[src/rtl/sim_run_ctrl_pkg.sv]
// Shared state encoding and default budgets for the bench run controller.
package sim_run_pkg;

   typedef enum logic [1:0] {
      IDLE  = 2'd0,
      RUN   = 2'd1,
      PAUSE = 2'd2,
      DONE  = 2'd3
   } state_t;

   localparam int          DEF_CNT_W    = 32;
   localparam logic [31:0] DEF_LIMIT    = 32'h0040_0000;
   localparam logic [31:0] DEF_INTERVAL = 32'd1000000;

endpackage

[src/rtl/sim_run_ctrl_if.sv]
// Control and status bundle between a bench top (master) and the run controller (slave).
interface sim_run_ctrl_if #(
   parameter int CNT_W = sim_run_pkg::DEF_CNT_W
);
   import sim_run_pkg::*;

   logic             start;
   logic             pause;
   logic             abort;
   logic             limit_valid;
   logic [CNT_W-1:0] limit;
   logic [CNT_W-1:0] interval;
   logic             use_default_iv;
   state_t           state;
   logic [CNT_W-1:0] count;
   logic             progress_tick;
   logic             done;
   logic             finish_req;

   modport master (
      output start, pause, abort, limit_valid, limit, interval, use_default_iv,
      input  state, count, progress_tick, done, finish_req
   );

   modport slave (
      input  start, pause, abort, limit_valid, limit, interval, use_default_iv,
      output state, count, progress_tick, done, finish_req
   );

endinterface

[src/rtl/sim_run_ctrl_interval_ticker.sv]
// Progress sub-counter: latches the interval on load and pulses tick every interval increments.
// Tick is registered on the same edge as the matching increment; an interval of 0 never ticks.
module interval_ticker
   import sim_run_pkg::*;
#(
   parameter int CNT_W = DEF_CNT_W
) (
   input  logic             clk,
   input  logic             rst,
   input  logic             load,
   input  logic             inc,
   input  logic             clear,
   input  logic [CNT_W-1:0] iv_in,
   output logic             tick
);

   logic [CNT_W-1:0] eff_iv;
   logic [CNT_W-1:0] sub;
   logic [CNT_W-1:0] sub_nxt;

   assign sub_nxt = sub + CNT_W'(1);

   always_ff @(posedge clk or posedge rst) begin
      if (rst) begin
         eff_iv <= '0;
         sub    <= '0;
         tick   <= 1'b0;
      end else begin
         tick <= 1'b0;
         if (clear) begin
            sub <= '0;
         end else if (load) begin
            eff_iv <= iv_in;
            sub    <= '0;
         end else if (inc && (eff_iv != '0)) begin
            // sub never passes eff_iv, so the equality test cannot be skipped over
            if (sub_nxt == eff_iv) begin
               sub  <= '0;
               tick <= 1'b1;
            end else begin
               sub <= sub_nxt;
            end
         end
      end
   end

endmodule

[src/rtl/sim_run_ctrl.sv]
// Run controller: counts cycles against a latched budget, emits progress ticks and a finish pulse.
// All outputs registered; start is honoured only in IDLE/DONE, abort wins over everything.
module sim_run_ctrl
   import sim_run_pkg::*;
#(
   parameter int               CNT_W            = DEF_CNT_W,
   parameter logic [CNT_W-1:0] DEFAULT_LIMIT    = CNT_W'(DEF_LIMIT),
   parameter logic [CNT_W-1:0] DEFAULT_INTERVAL = CNT_W'(DEF_INTERVAL)
) (
   input logic           clk,
   input logic           rst,
   sim_run_ctrl_if.slave bus
);

   state_t           state;
   logic [CNT_W-1:0] count;
   logic [CNT_W-1:0] count_nxt;
   logic [CNT_W-1:0] eff_limit;
   logic [CNT_W-1:0] eff_limit_in;
   logic [CNT_W-1:0] eff_iv_in;
   logic             done;
   logic             finish_req;
   logic             start_go;
   logic             inc;
   logic             tick;

   assign eff_limit_in = bus.limit_valid ? bus.limit : DEFAULT_LIMIT;
   assign eff_iv_in    = (bus.interval != '0) ? bus.interval
                       : (bus.use_default_iv ? DEFAULT_INTERVAL : '0);
   assign count_nxt    = count + CNT_W'(1);
   assign start_go     = bus.start && !bus.abort && ((state == IDLE) || (state == DONE));
   assign inc          = !bus.abort && (state == RUN) && !bus.pause;

   interval_ticker #(
      .CNT_W (CNT_W)
   ) u_ticker (
      .clk   (clk),
      .rst   (rst),
      .load  (start_go),
      .inc   (inc),
      .clear (bus.abort),
      .iv_in (eff_iv_in),
      .tick  (tick)
   );

   always_ff @(posedge clk or posedge rst) begin
      if (rst) begin
         state      <= IDLE;
         count      <= '0;
         eff_limit  <= '0;
         done       <= 1'b0;
         finish_req <= 1'b0;
      end else begin
         finish_req <= 1'b0;
         if (bus.abort) begin
            state <= IDLE;
            count <= '0;
            done  <= 1'b0;
         end else begin
            case (state)
               IDLE, DONE: begin
                  if (bus.start) begin
                     eff_limit <= eff_limit_in;
                     count     <= '0;
                     if (eff_limit_in == '0) begin
                        state      <= DONE;
                        done       <= 1'b1;
                        finish_req <= 1'b1;
                     end else begin
                        state <= RUN;
                        done  <= 1'b0;
                     end
                  end
               end
               RUN: begin
                  if (bus.pause) begin
                     state <= PAUSE;
                  end else begin
                     count <= count_nxt;
                     // count < eff_limit holds in RUN, so count_nxt cannot wrap
                     if (count_nxt >= eff_limit) begin
                        state      <= DONE;
                        done       <= 1'b1;
                        finish_req <= 1'b1;
                     end
                  end
               end
               PAUSE: begin
                  if (!bus.pause) state <= RUN;
               end
               default: state <= IDLE;
            endcase
         end
      end
   end

   assign bus.state         = state;
   assign bus.count         = count;
   assign bus.done          = done;
   assign bus.finish_req    = finish_req;
   assign bus.progress_tick = tick;

endmodule

[src/flat_wrapper.sv]
// flat-port wrapper written by rule: the top's interface ports become plain ports
module sim_run_ctrl_flat import sim_run_pkg::*;
#(
   parameter int               CNT_W            = DEF_CNT_W,
   parameter logic [CNT_W-1:0] DEFAULT_LIMIT    = CNT_W'(DEF_LIMIT),
   parameter logic [CNT_W-1:0] DEFAULT_INTERVAL = CNT_W'(DEF_INTERVAL)
)
  (clk, rst, bus_start, bus_pause, bus_abort, bus_limit_valid, bus_limit, bus_interval, bus_use_default_iv, bus_state, bus_count, bus_progress_tick, bus_done, bus_finish_req);
  sim_run_ctrl_if #(.CNT_W(CNT_W)) bus_i ();
  input logic clk;
  input logic rst;
  input wire logic [$bits(bus_i.start)-1:0] bus_start;
  input wire logic [$bits(bus_i.pause)-1:0] bus_pause;
  input wire logic [$bits(bus_i.abort)-1:0] bus_abort;
  input wire logic [$bits(bus_i.limit_valid)-1:0] bus_limit_valid;
  input wire logic [$bits(bus_i.limit)-1:0] bus_limit;
  input wire logic [$bits(bus_i.interval)-1:0] bus_interval;
  input wire logic [$bits(bus_i.use_default_iv)-1:0] bus_use_default_iv;
  output wire logic [$bits(bus_i.state)-1:0] bus_state;
  output wire logic [$bits(bus_i.count)-1:0] bus_count;
  output wire logic [$bits(bus_i.progress_tick)-1:0] bus_progress_tick;
  output wire logic [$bits(bus_i.done)-1:0] bus_done;
  output wire logic [$bits(bus_i.finish_req)-1:0] bus_finish_req;
  assign bus_i.start = bus_start;
  assign bus_i.pause = bus_pause;
  assign bus_i.abort = bus_abort;
  assign bus_i.limit_valid = bus_limit_valid;
  assign bus_i.limit = bus_limit;
  assign bus_i.interval = bus_interval;
  assign bus_i.use_default_iv = bus_use_default_iv;
  assign bus_state = bus_i.state;
  assign bus_count = bus_i.count;
  assign bus_progress_tick = bus_i.progress_tick;
  assign bus_done = bus_i.done;
  assign bus_finish_req = bus_i.finish_req;
  sim_run_ctrl #(.CNT_W(CNT_W), .DEFAULT_LIMIT(DEFAULT_LIMIT), .DEFAULT_INTERVAL(DEFAULT_INTERVAL)) u_core (.clk(clk), .rst(rst), .bus(bus_i));
endmodule
[config.mk]
export PLATFORM = sky130hd
export DESIGN_NAME = sim_run_ctrl_flat
export DESIGN_NICKNAME = d
export VERILOG_FILES = /design/src/rtl/sim_run_ctrl_pkg.sv /design/src/rtl/sim_run_ctrl_if.sv /design/src/rtl/sim_run_ctrl_interval_ticker.sv /design/src/rtl/sim_run_ctrl.sv /design/src/flat_wrapper.sv
export SDC_FILE = /design/constraint.sdc
export NUM_CORES = 1
export LEC_CHECK = 0
export BUFFER_PORTS_ARGS = -buffer_cell sky130_fd_sc_hd__buf_2
export CAP_MARGIN = 5
export CORE_MARGIN = 3
export CORE_UTILIZATION = 25
export CTS_CLUSTER_DIAMETER = 150
export DETAILED_ROUTE_END_ITERATION = 6
export HOLD_SLACK_MARGIN = 0.02
export MAX_ROUTING_LAYER = met4
export PLACE_DENSITY = 0.5
export SLEW_MARGIN = 30
export SYNTH_ARGS = -nofsm -noshare
export SYNTH_HDL_FRONTEND = slang
export SYNTH_SLANG_ARGS = --single-unit
[constraint.sdc]
create_clock -name clk -period 10.8 [get_ports clk]
set_clock_uncertainty 0.15 [all_clocks]
set_input_delay 0.54 -clock clk [delete_from_list [all_inputs] [get_ports clk]]
set_output_delay 0.54 -clock clk [all_outputs]
set_load 0.03 [all_outputs]
---- Word-level counts from Yosys, hierarchy flattened ----
Cells that the tools add are included.
W data, S select, Z words.
storage, ports and cells
  bits in registers ....................... 133
  bits of input ports ..................... 71
  output and inout port bits .............. 37
  word-level logic and storage cells ...... 74
cells by class
  $add $sub $neg .......................... 2
  $lt $le $gt $ge ......................... 1
  eq/ne operators ......................... 9
  mux-type cells .......................... 33
  bitwise operators ....................... 1
  reduce and logical (&&, ||, !) cells .... 20
operators by type and width
  operator                 count
  $mux W32                 9
  $add A32 B1 Y32 const B  2
  $pmux W32 S2             1
  $reduce_bool A32 Y1      2
  $eq A32 B32 Y1           1
  $ge A32 B32 Y1           1
  $logic_not A32 Y1        1
  $mux W20                 1
  $mux W1                  13
  $mux W2                  6
  $ne A3 B3 Y1 const B     4
  $reduce_and A3 Y1        3
  $pmux W2 S3              1
  $reduce_bool A3 Y1       2
  $logic_and A1 B1 Y1      5
  $eq A2 B2 Y1 const B     2
  $ne A4 B4 Y1 const B     1
  $pmux W1 S2              2
  $reduce_and A4 Y1        1
  $eq A2 B1 Y1 const B     1
  $logic_not A1 Y1         2
  $logic_not A2 Y1         1
  $reduce_and A2 Y1        1
  $reduce_or A2 Y1         1
  other kinds (2)          2

---- Longest topological paths before layout ----
Gate-level depths: netlist (run 1).
  depth in word-level cells ............... 7
  mapped depth ............................ 18
  mapped depth without buffers ............ 16

---- By module ----
Synthesis (run 1) repeated with hierarchy kept, for this count alone.
second synthesis, totals
  cells, all modules ...................... 955
  area, all modules ....................... 8485.6 µm²
modules (own cells, without submodules)
  module           instances  cells an instance  area each (µm²)  sequential area each (µm²)
  sim_run_ctrl     1          528                4474.3           1701.6
  interval_ticker  1          427                4011.3           1626.6

---- Worst setup path before layout (run 1) ----
OpenSTA, ideal clock, no wires.
  kind .................................... reg-to-reg
  from .................................... register u_core.count[3] (netlist: u_core.bus.count[3])
  to ...................................... register u_core.state[1] (netlist: u_core.bus.state[1])
  setup time .............................. 0.101 ns
  data arrival time ....................... 3.635 ns
  required time ........................... 10.549 ns
  path slack .............................. 6.915 ns
  stages on the path, launching flop included .. 19
  path buffers ............................ 2
  clock period less this slack ............ 3.885 ns
  path through ............................ dfrtp_1 clkbuf_1 nand4_1 nor3_1 and3_1 nand2b_1 clkbuf_1 nor2_1 nand3_1 xnor2_1 ha_1 a21oi_1 nor2b_1 o211ai_1 a21oi_1 a211oi_1 o31ai_1 o211a_1 o32ai_1
on the way
  longest elaborated chain between the ends .. 4
RTL lines
  item                         line                source
  from (decl)                  sim_run_ctrl.sv:16  logic [CNT_W-1:0] count;
  from (signal assigned)       sim_run_ctrl.sv:79  count <= count_nxt;
  $add A32 B1 Y32              sim_run_ctrl.sv:30  assign count_nxt = count + CNT_W'(1);
  $ge A32 B32 Y1               sim_run_ctrl.sv:81  if (count_nxt >= eff_limit) begin
  $ne A4 B4 Y1 (no line)       --
  $reduce_and A3 Y1 (no line)  --
  to (signal assigned)         sim_run_ctrl.sv:82  state <= DONE;
  to (signal assigned)         sim_run_ctrl.sv:89  if (!bus.pause) state <= RUN;
  to (signal assigned)         sim_run_ctrl.sv:91  default: state <= IDLE;
  to (decl)                    sim_run_ctrl.sv:15  state_t state;
No other way between the ends.
A chain may end at the register's enable or synchronous reset.

---- Worst setup path after layout (run 1) ----
  from .................................... register u_core.u_ticker.sub[0]
  to ...................................... register u_core.u_ticker.sub[18]
on the way
  longest elaborated chain between the ends .. 6
RTL lines
  item                    line                                source
  from (decl)             sim_run_ctrl_interval_ticker.sv:18  logic [CNT_W-1:0] sub;
  from (signal assigned)  sim_run_ctrl_interval_ticker.sv:41  sub <= sub_nxt;
  $add A32 B1 Y32 (*)     sim_run_ctrl_interval_ticker.sv:21  assign sub_nxt = sub + CNT_W'(1);
  $eq A32 B32 Y1          sim_run_ctrl_interval_ticker.sv:37  if (sub_nxt == eff_iv) begin
  $mux W32 (*)            sim_run_ctrl_interval_ticker.sv:37
  $mux W32 (*)            sim_run_ctrl_interval_ticker.sv:35  end else if (inc && (eff_iv != '0)) begin
  $mux W32 (*)            sim_run_ctrl_interval_ticker.sv:32  end else if (load) begin
  $mux W32 (*)            sim_run_ctrl_interval_ticker.sv:30  if (clear) begin
Mark *: on every way between the ends. The rest lies on a longest branch, timed or not. The select of a mux whose other input is x is not followed.

==> out/qor.csv, run 1 <==
stage,metric,value,unit
synth,Mapped Area,8260,µm²
clock_tree,cts repair resizes,0,
sta,"Hold Vio Cnt, Final",0,
floorplanning,initial core utilization,0.258,
clock_tree,Worst-Skew Late Latency,0.43,ns
worst_setup_path,critical path endpoint category,register,
sta,slew margin rel.,0.408,
placement,DP HPWL,19.0,mm
final_layout,NumNets Final,1145,
clock_tree,H-tree levels,4,
final_layout,register area,3330,µm²
drt,DRT iter0 DRCs,535,
power,Sw Pwr,641,µW
synth,count of cell types in the netlist,57,
synth,sequential area share after synthesis,0.403,
sta,hold_ws,0.120,ns
clock_tree,"CTS clk-pin slew, worst paths",0.06,ns
drt,final WL,25.8,mm
clock_tree,postcts setup bufs,0,
synth,"FF+latch count, synth",133,
grt,initial antenna violation count,0,
floorplanning,Die ar.,35300,µm²
worst_setup_path,crit-path max FO,36,
final_layout,number of fill cells,3448,
power,Seq pwr share,0.393,
clock_tree,CTS tree,done,
power,Pint,1.15,mW
drt,via count,7321,
worst_setup_path,"Data arrival, critical path",4.60,ns
worst_setup_path,Crit Reg-Reg Startpoint,u_core.u_ticker.sub[0],
sta,Slew @ Worst Pin,0.886,ns
final_layout,share of post-route cells with drive strength above 1,0.151,
drt,Vias/cell,4.93,
final_layout,area of the multi-input gates,4540,µm²
status,status,finished clean,
synth,"EDFF count, synth",0,
worst_setup_path,Startpoint Class,register,
floorplanning,# rows,65,
power,leakage,4.48,nW
job,MaxCap Viol Count,0,
worst_setup_path,RR Endpoint,u_core.u_ticker.sub[18],
placement,PortBufs,107,
synth,Post-synth ARST share,1.00,
drt,DR WL/cell,17.4,µm
power,cell area power density,183,nW/µm²
clock_tree,clk buf depth,2,
clock_tree,root buf cell,clkbuf_16,
floorplanning,core area,32000,µm²
drt,DRC violations left,0,
clock_tree,clk sinks,133,
clock_tree,hold_buf cts,0,
sta,Peak Freq,0.225,GHz
grt,GR Util All Layers,0.152,
floorplanning,Die H,188,µm
drt,Pre-Repair DR Iteration Count,5,
sta,Final Critical Period,4.45,ns
floorplanning,IO Count,108,
final_layout,"commonest non-fill, non-tap cells in the layout","nand2_1, dfrtp_1, buf_2",
worst_hold_path,Tightest Hold Check Type,input port to asynchronous set/reset pin,
sta,setup_tns,0,ns
synth,syn avg cell area,8.63,µm²
sta,final period utilization,0.412,
power,maximum VDD drop,105,µV
worst_setup_path,R2R setup slack,6.35,ns
sta,Setup Viol. Count Final,0,
power,combinational share of power,0.284,
drt,Routed Antenna Nets,0,
final_layout,"commonest non-fill, non-tap cell in the layout",nand2_1,
clock_tree,Num CTS Buffers,17,
synth,Main synth FF type,dfrtp_1,
grt,vias in the first global route,7296,
worst_setup_path,r2r worst-path depth,11,
floorplanning,Die Span X,188,µm
placement,GPL Wtd Cong,0.859,
synth,"Warnings, synthesis",0,
synth,Syn Nets,1064,
grt,largest net degree at the start of global routing,85,
final_layout,antenna cell count,0,
grt,global-route wire length before repair,41.4,mm
sta,unrepaired setup endpoints after global routing,no,
power,switching part of the total,0.358,
synth,Post-Syn Instances,957,
worst_setup_path,crit path kind,register to register,
sta,max-slew violations,0,
final_layout,P&R area growth vs syn,18.3,%
worst_setup_path,critical path required time,10.95,ns
grt,total gr overflow,0,
power,clock network power share,0.324,
## per-stage QoR
step / std cells / instance area (µm²) / util / power, mW / setup WS [ns]
floorplan: 957 / 8260 / - / 1.04 / 6.56
global placement: 1454 / 9200 / 0.287 / 1.21 / 6.46
detailed placement: 1454 / 9200 / 0.287 / 1.22 / 6.42
CTS: 1485 / 9770 / 0.305 / 1.81 / 6.39
global route: 1485 / 9770 / 0.305 / 1.91 / 6.02
finish: 1485 / 9770 / 0.305 / 1.79 / 6.35
## layer usage
metal | up-vias | wire (µm) | global-route usage
li1 | 3584 | - | -
met1 | 3516 | 11900 | 0.196
met2 | 192 | 12200 | 0.246
met3 | 29 | 1290 | 0.0312
met4 | 0 | 468 | 0.0410
met5 | - | 0 | -
## synthesized netlist by cell type (6+ instances only)
library cell,instances,area share
a21o_1,12,0.011
and4_1,6,0.0064
a22o_1,28,0.030
xor2_1,36,0.038
a21oi_1,31,0.019
nand3_1,65,0.039
nor3_1,16,0.0097
clkbuf_1,36,0.016
o22a_1,7,0.0074
nor2b_1,8,0.0061
xnor2_1,33,0.035
nor2_1,47,0.021
dfrtp_1,133,0.40
o21ai_0,55,0.033
nand2b_1,8,0.0061
o211ai_1,6,0.0055
inv_1,52,0.024
ha_1,36,0.055
o21ai_1,16,0.0097
nand2_1,147,0.067
and3_1,16,0.012
mux2i_1,9,0.011
nor4_1,33,0.025
nand4_1,35,0.027
## kinds of logic (layout without fill, tap and decap cells)
group,after synthesis,after routing,share of synthesized area
AND/OR/NAND/NOR,411,411,0.248
flip-flops,133,133,0.403
adder cells (fa/ha/maj),36,36,0.0545
multiplexers,12,12,0.0150
buffers and inverters,104,197,0.0521
AO/OA/AOI/OAI,191,191,0.152
XOR/XNOR,70,70,0.0759
## sequential cells by signal (all words and copies together) (netlist names)
signal	count
u_core.eff_limit	32
u_core.u_ticker.eff_iv	32
u_core.u_ticker.tick	1
u_core.bus.state	2
u_core.bus.finish_req	1
u_core.bus.done	1
u_core.u_ticker.sub	32
u_core.bus.count	32
## power by group through the flow
| stage | sequential (mW) | clock, mW | combinational, mW |
|---|---|---|---|
| 5_1_grt | 0.719 | 0.614 | 0.581 |
| 6_report | 0.703 | 0.579 | 0.507 |
| 4_1_cts | 0.704 | 0.594 | 0.514 |
| 2_1_floorplan | 0.682 | 0 | 0.358 |
| 3_5_place_dp | 0.713 | 0 | 0.509 |
| 3_3_place_gp | 0.711 | 0 | 0.502 |
## how the worst max path moves through the flow
stage	slack (ns)	startpoint	endpoint
after floorplan	6.56	rst	u_core.bus.count[0]
after global placement	6.46	u_core.bus.count[0]	u_core.bus.state[0]
after detailed placement	6.42	u_core.u_ticker.sub[0]	u_core.u_ticker.sub[14]
after CTS	6.39	u_core.u_ticker.sub[0]	u_core.u_ticker.sub[18]
after global routing	6.02	u_core.bus.count[0]	u_core.bus.state[0]
final	6.35	u_core.u_ticker.sub[0]	u_core.u_ticker.sub[18]
## worst max-delay path: stages (launching register included)
cell and delay (ns):
dfrtp_1 0.44, ha_1 0.32, nand4_1 0.35, or4_1 0.63, or3_1 0.39, nor3b_1 0.16
or4_1 0.47, nor4_2 0.27, a31oi_4 0.27, buf_4 0.35, and3_1 0.23, a221o_1 0.26
## cell type report
class / instances / share of cell area
flip-flops and latches: 133 / 0.341
well taps: 435 / 0.0557
inverters: 52 / 0.0205
clock buffers: 23 / 0.0479
clock inverters: 8 / 0.0104
repair buffers: 114 / 0.0602
multi-input cells: 720 / 0.465
Note: power is estimated with default switching activity, not from simulation.
==> inputs of run 2 (changes only) <==
==> constraint.sdc (replaced) <==
create_clock -name clk -period 4.1 [get_ports clk]
set_clock_uncertainty 0.15 [all_clocks]
set_input_delay 0.205 -clock clk [delete_from_list [all_inputs] [get_ports clk]]
set_output_delay 0.205 -clock clk [all_outputs]
set_load 0.03 [all_outputs]
==> run 2 against run 1 <==
  * Maximum frequency is 17% higher
  * Wire length is 4.5% higher
  * Clock power grew to 2.7 times the previous value
  * Critical path type unchanged
  * Largest power group unchanged
  * Worst hold slack worse by 0.066 ns
  * Largest cell class unchanged
  * Critical endpoint is now u_core.u_ticker.sub[6]
==> out/qor.csv, run 2 (synthesis results as in run 1) <==
stage,metric,value,unit
worst_setup_path,crit path max-delay cell type,or4_1,
grt,vias in the first global route,7722,
clock_tree,clk buf depth,2,
placement,PortBufs,107,
sta,"Hold Vio Cnt, Final",0,
clock_tree,"CTS clk-pin slew, worst paths",0.06,ns
final_layout,share of post-route cells with drive strength above 1,0.174,
grt,initial antenna violation count,0,
clock_tree,CTS tree,done,
worst_setup_path,"delay-heaviest family, CP",simple AND/OR/NAND/NOR gates,
final_layout,"commonest non-fill, non-tap cell in the layout",nand2_1,
clock_tree,H-tree levels,4,
floorplanning,Die Span X,188,µm
clock_tree,Num CTS Buffers,17,
worst_hold_path,Tightest Hold Check Type,input port to register,
placement,DP HPWL,19.7,mm
grt,total gr overflow,0,
drt,DRT iter0 DRCs,560,
drt,via count,7700,
worst_setup_path,crit path kind,register to register,
floorplanning,Die ar.,35300,µm²
sta,Final Critical Period,3.79,ns
worst_setup_path,critical path required time,4.26,ns
final_layout,area of the multi-input gates,4580,µm²
grt,largest net degree at the start of global routing,105,
job,MaxCap Viol Count,0,
power,maximum VDD drop,312,µV
status,status,finished clean,
sta,hold_ws,0.0546,ns
placement,dpl cells,1482,
sta,setup_tns,0,ns
sta,Slew @ Worst Pin,0.822,ns
worst_setup_path,max incr delay on CP,0.61,ns
worst_setup_path,critical path endpoint category,register,
drt,DRC violations left,0,
final_layout,"commonest non-fill, non-tap cells in the layout","nand2_1, dfrtp_1, buf_2",
sta,final period utilization,0.923,
placement,GPL Wtd Cong,0.854,
worst_setup_path,critical-path cell list,nand4_1 -> or4_1 -> or3_1 -> nor3b_1 -> or4_1 -> nor4_2 -> a31oi_4 -> buf_4 -> buf_4 -> a21oi_1 -> o21ai_1,
grt,global-route wire length before repair,43.3,mm
power,leakage,4.92,nW
final_layout,P&R area growth vs syn,29.7,%
worst_setup_path,"Data arrival, critical path",3.95,ns
power,total power,4.81,mW
clock_tree,root buf cell,clkbuf_16,
sta,Setup Viol. Count Final,0,
sta,Peak Freq,0.264,GHz
clock_tree,Worst-Skew Late Latency,0.43,ns
floorplanning,# rows,65,
floorplanning,initial core utilization,0.258,
final_layout,antenna cell count,0,
grt,GR Util All Layers,0.160,
clock_tree,clk sinks,133,
sta,slew margin rel.,0.452,
final_layout,NumNets Final,1239,
sta,unrepaired setup endpoints after global routing,no,
drt,Pre-Repair DR Iteration Count,5,
floorplanning,core area,32000,µm²
drt,Routed Antenna Nets,0,
final_layout,final cell count without fillers,1580,
floorplanning,IO Count,108,
sta,max-slew violations,0,
worst_setup_path,Startpoint Class,register,
clock_tree,postcts setup bufs,0,
drt,Vias/cell,4.87,
drt,DR WL/cell,17.1,µm
drt,final WL,27.0,mm
power,cell area power density,449,nW/µm²
final_layout,register area,3330,µm²
worst_setup_path,crit-path max FO,17,
final_layout,number of fill cells,3384,
worst_setup_path,CP bufs+invs,2,
floorplanning,Die H,188,µm
-- run 2: changes by cell type in the layout (fill, tap and decap cells not counted), sizes merged --
cell         before  now
dlygate4sd3       0   66
buf             114  142
clkbuf           23   19
inv              52   56
clkinv            3    4
-- run 2: worst reg2reg max path, cell delays in order (launching register included) --
cell	delay (ns)
dfrtp_1	0.46
nand4_1	0.24
or4_1	0.61
or3_1	0.39
nor3b_1	0.17
or4_1	0.47
nor4_2	0.29
a31oi_4	0.28
buf_4	0.26
buf_4	0.14
a21oi_1	0.14
o21ai_1	0.07
-- run 2: metal layers --
layer / vias to the layer above / global-route usage / share of wire
met3: 35 / 0.0286 / 0.048
met5: - / - / 0
met1: 3699 / 0.199 / 0.44
met4: 0 / 0.0462 / 0.021
met2: 204 / 0.266 / 0.49
li1: 3762 / - / -
-- run 2: layout make-up --
class                      instances  area share
clock buffer                      19      0.0414
clock inverter                    13      0.0135
inverter                          52      0.0189
multi-input combinational        720       0.427
sequential                       133       0.311
tap                              435      0.0508
timing repair buffer             208       0.137
-- run 2: stage by stage --
step | area (µm²) | util | worst slack (ns)
4_1_cts | 10700 | 0.333 | 0.0223
5_1_grt | 10700 | 0.334 | 0.0327
2_1_floorplan | 8260 | - | 0.191
3_5_place_dp | 9420 | 0.294 | 0.0942
3_3_place_gp | 9420 | 0.294 | 0.136
6_report | 10700 | 0.334 | 0.314
-- run 2: report_power, final --
part           total, mW  internal (mW)  switching (mW)
clock network       1.56          0.918           0.643
logic               1.41          0.576           0.830
registers           1.85           1.59           0.262
-- run 2: final timing paths --
path / cells after the start / startpoint / endpoint / slack (ns)
max: 11 / u_core.u_ticker.sub[13] / u_core.u_ticker.sub[6] / 0.31
min: 4 / bus_pause / u_core.bus.state[1] / 0.05
min reg2reg: 2 / u_core.eff_limit[0] / u_core.eff_limit[0] / 0.36
max in group asynchronous: 4 / rst / u_core.u_ticker.sub[20] / 2.64
min in group asynchronous: 3 / rst / u_core.u_ticker.eff_iv[1] / 0.27
max reg2reg: 11 / u_core.u_ticker.sub[13] / u_core.u_ticker.sub[6] / 0.31
-- run 2: what timing repair did --
action / 4_1_cts / 5_1_grt
hold buffers: 66 / 0
endpoints found under the setup margin: 0 / 4
gates resized for setup: 0 / 10
endpoints found under the hold margin: 170 / 0
